[config.mk]
export PLATFORM = sky130hd
export DESIGN_NAME = index_prefix_sequencer
export DESIGN_NICKNAME = d
export VERILOG_FILES = /design/src/rtl/index_prefix_sequencer_pkg.sv /design/src/rtl/index_prefix_sequencer_xpt.sv /design/src/rtl/index_prefix_sequencer.sv
export SDC_FILE = /design/constraint.sdc
export NUM_CORES = 1
export LEC_CHECK = 0
export CAP_MARGIN = 20
export CORE_UTILIZATION = 50
export CTS_BUF_LIST = sky130_fd_sc_hd__clkbuf_4
export DETAILED_ROUTE_END_ITERATION = 8
export DONT_BUFFER_PORTS = 1
export PLACE_DENSITY = 0.68
export SLEW_MARGIN = 25
export SYNTH_ARGS = -nofsm -noshare
export SYNTH_HDL_FRONTEND = slang
export SYNTH_SLANG_ARGS = --single-unit
[constraint.sdc]
create_clock -name clock -period 2.72 [get_ports clock]
set_clock_uncertainty 0.05 [all_clocks]
set_input_delay 0.272 -clock clock [delete_from_list [all_inputs] [get_ports clock]]
set_output_delay 0.272 -clock clock [all_outputs]
set_load 0.05 [all_outputs]
[src/rtl/index_prefix_sequencer_pkg.sv]
// Shared definitions for the IX/IY prefix sequencer: state encoding,
// step counter geometry and small state-decode helpers.
package index_prefix_sequencer_pkg;

   // Width of the XPT step counter and its terminal count.
   localparam int                 XPT_W   = 5;
   localparam logic [XPT_W-1:0]   XPT_MAX = 5'd31;

   // Prefix mode encoding. Bit0 marks an IX mode, bit1 an IY mode and bit2
   // the CB-indexed sub-sequence, so the decoder flags are single-bit picks.
   typedef enum logic [2:0] {
      ST_NONE  = 3'd0,
      ST_XIX   = 3'd1,
      ST_XIY   = 3'd2,
      ST_XIXCB = 3'd5,
      ST_XIYCB = 3'd6
   } prefix_state_t;

   // True for XIX and XIXCB.
   function automatic logic is_x_state(input prefix_state_t s);
      return s[0];
   endfunction

   // True for XIY and XIYCB.
   function automatic logic is_y_state(input prefix_state_t s);
      return s[1];
   endfunction

   // True for the plain prefixed modes, where the XIX decoder is enabled.
   function automatic logic is_plain_prefix(input prefix_state_t s);
      return (s == ST_XIX) || (s == ST_XIY);
   endfunction

endpackage

[src/rtl/index_prefix_sequencer_xpt.sv]
// XPT step counter: saturating up-counter with synchronous clear, a
// separately registered complement and an overflow indication.
module xpt_step_counter
   import index_prefix_sequencer_pkg::*;
(
   input  logic             clock,
   input  logic             not_reset,
   input  logic             step_en,
   input  logic             clear,
   output logic [XPT_W-1:0] count,
   output logic [XPT_W-1:0] count_n,
   output logic             overflow
);

   localparam logic [XPT_W-1:0] ONE = XPT_W'(1);

   logic [XPT_W-1:0] count_next;

   // Overflow fires when a qualified step tries to advance past the terminal count.
   assign overflow   = step_en & ~clear & (count == XPT_MAX);
   assign count_next = count + ONE;

   // Counter and complement are both flops so the decoder never sees an inverter glitch.
   always_ff @(posedge clock or negedge not_reset) begin
      if (!not_reset) begin
         count   <= '0;
         count_n <= '1;
      end else if (step_en) begin
         if (clear) begin
            count   <= '0;
            count_n <= '1;
         end else if (count != XPT_MAX) begin
            count   <= count_next;
            count_n <= ~count_next;
         end
      end
   end

endmodule

[src/rtl/index_prefix_sequencer.sv]
// IX/IY prefix sequencer: tracks the prefix mode, steps the XPT counter,
// registers the next-cycle type flags and gates interrupt acceptance.
module index_prefix_sequencer
   import index_prefix_sequencer_pkg::*;
(
   input  logic             clock,
   input  logic             not_reset,
   input  logic             step_en,
   input  logic             prefix_dd,
   input  logic             prefix_fd,
   input  logic             PR_Reset_XPT,
   input  logic             P2_Reset_XIX,
   input  logic             P2_Reset_XIY,
   input  logic             P2_Set_CM1,
   input  logic             P2_Set_CMR,
   input  logic             P2_Set_XIX4_0,
   input  logic             P2_Set_XIY4_0,
   input  logic             int_req,
   output logic [XPT_W-1:0] XPT,
   output logic [XPT_W-1:0] notXPT,
   output logic             xix_not_enable,
   output logic             is_Y,
   output logic             cb_indexed,
   output logic             cycle_m1,
   output logic             cycle_mr,
   output logic             int_accept,
   output logic             seq_error
);

   prefix_state_t state;

   logic prefix_taken;
   logic dual_prefix;
   logic set_taken;
   logic reset_match;
   logic reset_mismatch;
   logic flag_conflict;
   logic xpt_clear;
   logic xpt_overflow;
   logic step_fault;

   // Work out this step's transition conditions and any fault it raises.
   always_comb begin
      prefix_taken   = prefix_dd | prefix_fd;
      dual_prefix    = prefix_dd & prefix_fd;
      set_taken      = 1'b0;
      reset_match    = 1'b0;
      reset_mismatch = 1'b0;
      if (!prefix_taken && (state != ST_NONE)) begin
         set_taken = ((state == ST_XIX) & P2_Set_XIX4_0) |
                     ((state == ST_XIY) & P2_Set_XIY4_0);
         if (!set_taken) begin
            reset_match    = (is_x_state(state) & P2_Reset_XIX) |
                             (is_y_state(state) & P2_Reset_XIY);
            reset_mismatch = (is_y_state(state) & P2_Reset_XIX) |
                             (is_x_state(state) & P2_Reset_XIY);
         end
      end
      flag_conflict = P2_Set_CM1 & P2_Set_CMR;
      xpt_clear     = prefix_taken | (PR_Reset_XPT & (state != ST_NONE));
      step_fault    = dual_prefix | reset_mismatch | flag_conflict | xpt_overflow;
   end

   xpt_step_counter u_xpt (
      .clock     (clock),
      .not_reset (not_reset),
      .step_en   (step_en),
      .clear     (xpt_clear),
      .count     (XPT),
      .count_n   (notXPT),
      .overflow  (xpt_overflow)
   );

   // Prefix mode machine, one-step cycle flags and the sticky fault flag.
   always_ff @(posedge clock or negedge not_reset) begin
      if (!not_reset) begin
         state     <= ST_NONE;
         cycle_m1  <= 1'b1;
         cycle_mr  <= 1'b0;
         seq_error <= 1'b0;
      end else if (step_en) begin
         cycle_m1 <= P2_Set_CM1;
         cycle_mr <= P2_Set_CMR & ~P2_Set_CM1;
         if (step_fault) begin
            seq_error <= 1'b1;
         end
         if (prefix_fd) begin
            state <= ST_XIY;
         end else if (prefix_dd) begin
            state <= ST_XIX;
         end else if (set_taken) begin
            state <= (state == ST_XIX) ? ST_XIXCB : ST_XIYCB;
         end else if (reset_match) begin
            state <= ST_NONE;
         end
      end
   end

   assign xix_not_enable = ~is_plain_prefix(state);
   assign is_Y           = is_y_state(state);
   assign cb_indexed     = state[2];
   assign int_accept     = int_req & cycle_m1 & (state == ST_NONE) & step_en & not_reset;

endmodule

Word level (Yosys, flattened, before mapping) --
Index checks and enable logic that the tools add are counted.
Cells by class: add/subtract/negate cells 1, equality and inequality tests 4, multiplexer cells 14, bitwise operators 28, reductions and logical operators 10
Operators with widths (count):
- 5-bit 2-to-1 mux | 4
- 1-bit AND | 16
- 3-bit 2-to-1 mux | 4
- 1-bit OR | 8
- 2-bit AND reduction | 3
- 5-bit by 1-bit adder with 5-bit output (second input constant) | 1
- 5-bit == test (second input constant) | 1
- 1-bit 2-to-1 mux | 5
- 5-bit inequality test (second input constant) | 1
- 5-bit NOT | 1
- 4-bit nonzero test | 1
- 3-bit by 1-bit == test with 1-bit output (second input constant) | 1
- 3-bit by 2-bit == test with 1-bit output (second input constant) | 1
- 3-bit logical NOT | 1
- 1-bit NOT | 3
- 3-bit nonzero test | 1
- 2-bit 2-to-1 mux | 1
- 2-bit nonzero test | 1
- 1-bit logical AND | 1
- 1-bit logical NOT | 1
- 1-bit logical OR | 1
Storage, ports and cells: bits in registers 16, input port bits 13, output and inout port bits 17, word-level logic and storage cells 63

Logic depth before layout (Yosys ltp) --
Gate-level depths: netlist of the first run.
depth in word-level cells 9, mapped depth 7, mapped depth without buffers 7

Hierarchy --
From an unflattened synthesis of the first run, not the netlist that was laid out.
Second synthesis, totals: cell total of the unflattened synthesis 80, area, all modules 912.1 sq um
Modules (own cells, without submodules):
- xpt_step_counter | times used 1, cells each 40, area each 509.2 sq um
- index_prefix_sequencer | times used 1, cells each 40, area each 402.9 sq um

Least setup slack after synthesis of the first run --
No wires, ideal clock.
path type register -> output, from reg state[2], to out int_accept, arrival time 2.331 ns, required time 2.398 ns, path slack 0.067 ns, cell stages (with the launch flop) 3, path through dfrtp_1 > buf_6 > nor4_1
Between the ends: word-level cells in the longest chain between the ends 4
RTL lines:
- start, declared | RTL line index_prefix_sequencer.sv:30 | prefix_state_t state;
- start signal, assigned | RTL line index_prefix_sequencer.sv:92 | state <= (state == ST_XIX) ? ST_XIXCB : ST_XIYCB;
- 3-bit logical NOT | RTL line index_prefix_sequencer.sv:102 | assign int_accept = int_req & cycle_m1 & (state == ST_NONE) & step_en & not_reset;
- 1-bit AND (3 in series) | RTL line index_prefix_sequencer.sv:102
- end, declared | RTL line index_prefix_sequencer.sv:26 | output logic int_accept,
Every way passes these cells.

Worst setup path after layout of the first run --
from reg u_xpt.count[1], to reg u_xpt.count[1]
Between the ends: word-level cells in the longest chain between the ends 3
RTL lines:
- start, declared | RTL line index_prefix_sequencer_xpt.sv:10 | output logic [XPT_W-1:0] count,
- start signal, assigned | RTL line index_prefix_sequencer_xpt.sv:33 | count <= count_next;
- 5-bit by 1-bit adder with 5-bit output or 5-bit inequality test (tied branches) | RTL line index_prefix_sequencer_xpt.sv:21, index_prefix_sequencer_xpt.sv:32
- 5-bit 2-to-1 mux or 2-bit nonzero test (tied branches)
- 5-bit 2-to-1 mux or 2-bit AND reduction (tied branches)
Parallel ways exist; a longest one is shown, timed or not. The select of a mux whose other input is x is not followed. A chain may end at the register's enable or synchronous reset.

==> qor.csv, run 1 <==
metric;value;unit
use_met2;0.290;
synth_edf_count;0;
hold_viol;0;
use_met3;0.0913;
nNetsFinal;107;
ys_ff_latch;16;
worst_ep_required_time;2.84;ns
cp-start-kind;flip-flop;
routed_wl;1.95;mm
synth_nets;103;
reg2reg_to;u_xpt.count[1];
worstMarginPinSlew;0.873;ns
ctsResizeCount;0;
r2r_slack;0.58;ns
wire_per_inst;16.8;microns
power.density;527;mW/mm^2
grt_pass1_wl;3.04;mm
min_period;2.14;ns
numPortBuffers;0;
rsz0062_at_grt;no;
fmax;467;MHz
intPower;0.344;mW
drc_errors;0;
hold-worst-slack;0.0291;ns
cts-buffers-inserted;3;
r2r_cells;7;
gr-max-usage-layer;met2;
seqPwrFrac;0.578;
seq_area_frac_synth;0.422;
clock-sinks;16;
max_stage_delay;0.69;ns
antenna_cells;0;
core;0.00176;sq mm
p_clk_frac;0.236;
clock_latency;0.29;ns
dr.pass1.iters;2;
via_per_inst;5.97;
area_growth_syn_to_layout;5.18;%
critPathMaxFanout;5;
gp_congestion;0.753;
synth_ff_type;dfrtp_1;
grt_usage;0.212;
cts_tree;built;
clkTransAtPathRegs;0.09;ns
postSynthAreaPerCell;11.0;sq um
drive_above_1_share;0.286;
cts_buffer_depth;2;
num_rows;15;
cts-root-buf;clkbuf_4;
slew_headroom;0.418;
p_leak;0.423;nW
tns;0;ns
antenna_found_initial;0;
endpoint;u_xpt.count[1];
io_pins;30;
antenna_left;0;
htreeDepth;1;
crit_path_end_kind;flip-flop;
period_share;0.787;
path_buf_inv;1;
yosys_warnings;0;
num_vias;693;
arrival;2.26;ns
cp_slowest_cell;dfrtp_1;
first_global_vias;678;
status;finished clean;
cap_viol_max_count;0;
start_util;0.548;
combPwrFrac;0.186;
p_sw_frac;0.358;
r2r-start;u_xpt.count[1];
startpoint;u_xpt.count[1];
die_x;46.0;microns
grt_max_degree;17;
crit_type;reg -> reg;
met1_usage;0.288;
slew_violations;0;
vdd_drop_max;299;uV
switchingPower;0.192;mW
holdCritPathClass;in -> reg;
die-area;0.00211;sq mm
path_cells;ha_1, and3_1, ha_1, inv_1, nand2_1, nor2_4, a22o_1;
syn_inst;88;
synth.cell_area;966;sq um
cp.depth;7;
dieHeight;46.0;microns
setup_viol;0;
async_flop_share;1.00;
path_common_cell;ha_1;
synth.distinct_cells;44;
fillerInstances;161;
dp_hpwl;1.42;mm
drtIter0Drc;7;
grt_overflow;0;
path_delay_family;flip-flops;
worst min path at each step:
stage	start	slack, ns	end	cells past startpoint
5_1_grt	prefix_fd	0.01	state[0]	1
4_1_cts	prefix_fd	0.02	state[0]	1
3_3_place_gp	not_reset	-0.07	state[1]	0
2_1_floorplan	not_reset	-0.07	cycle_mr	0
6_report	prefix_fd	0.03	state[0]	1
3_5_place_dp	not_reset	-0.07	state[1]	0
power by group through the flow:
stage	Clock (mW)	Sequential (mW)	Combinational, mW
after floorplan	0	0.301	0.102
after global placement	0	0.313	0.0932
after detailed placement	0	0.313	0.0945
after CTS	0.132	0.309	0.101
after global routing	0.145	0.312	0.108
final	0.126	0.309	0.0997
flip-flops by register name, indices dropped and copies added, names as in the netlist:
signal,flops
u_xpt.count_n,5
u_xpt.count,5
cycle_m1,1
cycle_mr,1
seq_error,1
state,3
layer usage:
metal | share of wire | vias up
met5 | 0 | -
met4 | 0.015 | 0
met3 | 0.060 | 5
met2 | 0.44 | 19
met1 | 0.49 | 331
li1 | - | 338
cell usage after synthesis (2+ instances only):
| cell type | instances | share of area |
|---|---|---|
| a21oi_1 | 2 | 0.010 |
| a22o_1 | 5 | 0.045 |
| a22oi_1 | 2 | 0.016 |
| buf_6 | 3 | 0.035 |
| dfrtp_1 | 10 | 0.26 |
| dfstp_2 | 6 | 0.16 |
| ha_1 | 2 | 0.026 |
| inv_1 | 5 | 0.019 |
| nand2_1 | 4 | 0.016 |
| nand3b_1 | 2 | 0.016 |
| nor2_1 | 7 | 0.027 |
| nor2_2 | 2 | 0.013 |
| nor2b_1 | 2 | 0.013 |
| nor4_1 | 2 | 0.013 |
| o21ai_0 | 2 | 0.010 |
| o21ai_1 | 2 | 0.010 |
| o31ai_1 | 2 | 0.016 |
| xor2_1 | 2 | 0.018 |
per-stage QoR:
stage | instance area (sq um) | util | cells | power, mW | worst slack [ns]
4_1_cts | 1020 | 0.576 | 116 | 0.542 | 0.570
3_5_place_dp | 980 | 0.555 | 111 | 0.408 | 0.588
2_1_floorplan | 966 | - | 88 | 0.404 | 0.0667
3_3_place_gp | 980 | 0.555 | 111 | 0.406 | 0.709
6_report | 1020 | 0.576 | 116 | 0.535 | 0.580
5_1_grt | 1020 | 0.576 | 116 | 0.565 | 0.504
final cells by class:
| type | instances | area, sq um | area share |
|---|---|---|---|
| multi-input cells | 63 | 507 | 0.499 |
| flip-flops and latches | 16 | 408 | 0.401 |
| well taps | 25 | 31.3 | 0.0308 |
| repair buffers | 3 | 25.0 | 0.0246 |
| clock buffers | 3 | 22.5 | 0.0222 |
| inverters | 5 | 18.8 | 0.0185 |
| clock inverters | 1 | 3.75 | 0.00369 |
kinds of logic (layout without fill, tap and decap cells):
kind of cell | Yosys count | in the layout | synth area share
simple gates | 28 | 28 | 0.193
xor+xnor | 3 | 3 | 0.0272
flops | 16 | 16 | 0.422
fa+ha+maj | 2 | 2 | 0.0259
buf+inv | 9 | 12 | 0.0596
compound gates | 28 | 28 | 0.250
mux | 2 | 2 | 0.0220
cell usage in the layout (no fill, tap or decap), types with 2 or more instances in the layout:
cell type	instances
nand2_1	4
ha_1	2
xor2_1	2
a22o_1	5
o21ai_1	2
dfstp_2	6
a22oi_1	2
o31ai_1	2
nor2_2	2
buf_4	2
nor2_1	7
nor2b_1	2
nand3b_1	2
o21ai_0	2
dfrtp_1	10
a21oi_1	2
clkbuf_4	3
inv_1	5
worst reg2reg max path, stage by stage (launching register included):
cell and delay [ns]:
dfrtp_1 0.69, ha_1 0.31, and3_1 0.19, ha_1 0.23
inv_1 0.12, nand2_1 0.14, nor2_4 0.06, a22o_1 0.23
timing repair:
action                    CTS  global route
hold endpoints to repair   16             0
buffers inserted            0             0
hold buffers                1             0
(Power assumes the default switching activity.)
==> run 2: changes to the inputs <==
==> constraint.sdc (replaced) <==
create_clock -name clock -period 2.1 [get_ports clock]
set_clock_uncertainty 0.05 [all_clocks]
set_input_delay 0.21 -clock clock [delete_from_list [all_inputs] [get_ports clock]]
set_output_delay 0.21 -clock clock [all_outputs]
set_load 0.05 [all_outputs]
==> qor.csv, run 2 (synthesis results as in run 1) <==
metric;value;unit;change
via_per_inst;6.10;;was 5.97
clkTransAtPathRegs;0.09;ns;about the same
core;0.00176;sq mm;unchanged
first_global_vias;688;;was 678
worst_ep_required_time;1.84;ns;was 2.84 ns
worstMarginPinSlew;0.680;ns;was 0.873 ns
crit_type;reg -> out;;was reg -> reg
antenna_cells;0;;unchanged
r2r_slack;0.35;ns;was 0.58 ns
ctsResizeCount;0;;unchanged
met1_usage;0.341;;was 0.288
final_cells;123;;was 116
die_x;46.0;microns;unchanged
min_period;1.80;ns;
cts_buffer_depth;2;;unchanged
holdPathEnd;cycle_m1;;was state[0]
dr.pass1.iters;4;;was 2
arrival;1.54;ns;was 2.26 ns
antenna_found_initial;0;;unchanged
holdCritPathClass;in -> reg;;unchanged
final_util;0.609;;was 0.576
r2r-start;u_xpt.count[1];;unchanged
drive_above_1_share;0.316;;was 0.286
total_power;0.709;mW;was 0.535 mW
hold_buffers;3;;was 1
gr-max-usage-layer;met1;;was met2
fmax;556;MHz;
status;finished clean;;unchanged
crit_path_end_kind;primary output;;was flip-flop
num_rows;15;;unchanged
final_common_cell;dfrtp_1;;unchanged
io_pins;30;;unchanged
cts-root-buf;clkbuf_4;;unchanged
power.density;661;mW/mm^2;was 527 mW/mm^2
dp_slack;0.377;ns;was 0.588 ns
placed_area;0.00102;sq mm;was 980 sq um
slew_headroom;0.545;;was 0.418
post-route-worst-setup-slack;0.300;ns;was 0.580 ns
grt_max_degree;17;;unchanged
antenna_left;0;;unchanged
grt_usage;0.216;;was 0.212
num_vias;750;;was 693
clock_latency;0.28;ns;was 0.29 ns
top_regs;u_xpt.count x5, u_xpt.count_n x5, state x3;;unchanged
tns;0;ns;unchanged
cts_tree;built;;unchanged
start_util;0.548;;unchanged
critPathMaxFanout;3;;was 5
dpl.cell_count;116;;was 111
min_path_cells;1;;unchanged
dieHeight;46.0;microns;unchanged
slew_violations;0;;unchanged
nNetsFinal;114;;was 107
hold_start;P2_Set_CM1;;was prefix_fd
gp_congestion;0.800;;was 0.753
rsz0062_at_grt;no;;unchanged
use_met3;0.0476;;was 0.0913
drtIter0Drc;18;;was 7
vdd_drop_max;319;uV;was 299 uV
finalInstanceArea;0.00107;sq mm;was 0.00102 sq mm
reg2reg_to;u_xpt.count[4];;was u_xpt.count[1]
hold-worst-slack;0.0229;ns;was 0.0291 ns
cts-buffers-inserted;3;;unchanged
area_growth_syn_to_layout;11.1;%;was 5.18%
hold_viol;0;;unchanged
cap_viol_max_count;0;;unchanged
setup_viol;0;;unchanged
grt_overflow;0;;unchanged
die-area;0.00211;sq mm;unchanged
r2r_cells;7;;unchanged
period_share;0.857;;
drc_errors;0;;unchanged
cp-start-kind;flip-flop;;unchanged
layout_common_cells;dfrtp_1 (10), nor2_1 (7), buf_4 (7);;was dfrtp_1 (10), nor2_1 (7), dfstp_2 (6)
use_met2;0.276;;was 0.290
wire_per_inst;16.7;microns;was 16.8 microns
numPortBuffers;0;;unchanged
htreeDepth;1;;unchanged
grt_pass1_wl;3.16;mm;was 3.04 mm
p_leak;0.457;nW;was 0.423 nW
post_cts_buffers;0;;unchanged
clock-sinks;16;;unchanged
dp_hpwl;1.42;mm;about the same
routed_wl;2.05;mm;was 1.95 mm
==> run 2: cell types whose count changed in the layout (fill, tap and decap cells not counted), sizes merged <==
cell / delta
buf: +5
dlygate4sd3: +2
==> run 2: where the power goes <==
group / internal (mW) / switching (mW)
Clock: 0.0690 / 0.0967
Combinational: 0.0593 / 0.103
Sequential: 0.327 / 0.0550
==> run 2: worst max-delay path: stages, from the launching register on <==
cell and delay, ns:
dfstp_2 0.71, nand4_1 0.14, nor4_2 0.16, buf_4 0.24
==> run 2: layout make-up <==
| class | instances | area [sq um] |
|---|---|---|
| Multi-Input combinational cell | 63 | 507 |
| Tap cell | 25 | 31.3 |
| Sequential cell | 16 | 408 |
| Clock inverter | 1 | 3.75 |
| Timing Repair Buffer | 10 | 82.6 |
| Inverter | 5 | 18.8 |
| Fill cell | 168 | 691 |
| Clock buffer | 3 | 22.5 |
==> run 2: layer usage <==
metal	wire length, microns	vias to the layer above	share of wire
met5	0	-	0
met4	27	0	0.013
met3	110	7	0.054
met2	897	26	0.44
met1	1020	368	0.50
li1	-	349	-
==> run 2: how the worst max path moves through the flow <==
stage,startpoint,to,slack [ns],cells past startpoint
floorplan,state[2],int_accept,0.09,2
global placement,u_xpt.count[1],seq_error,0.43,6
detailed placement,u_xpt.count[1],u_xpt.count[1],0.38,7
CTS,cycle_m1,int_accept,0.29,3
global route,cycle_m1,int_accept,0.25,3
finish,cycle_m1,int_accept,0.30,3
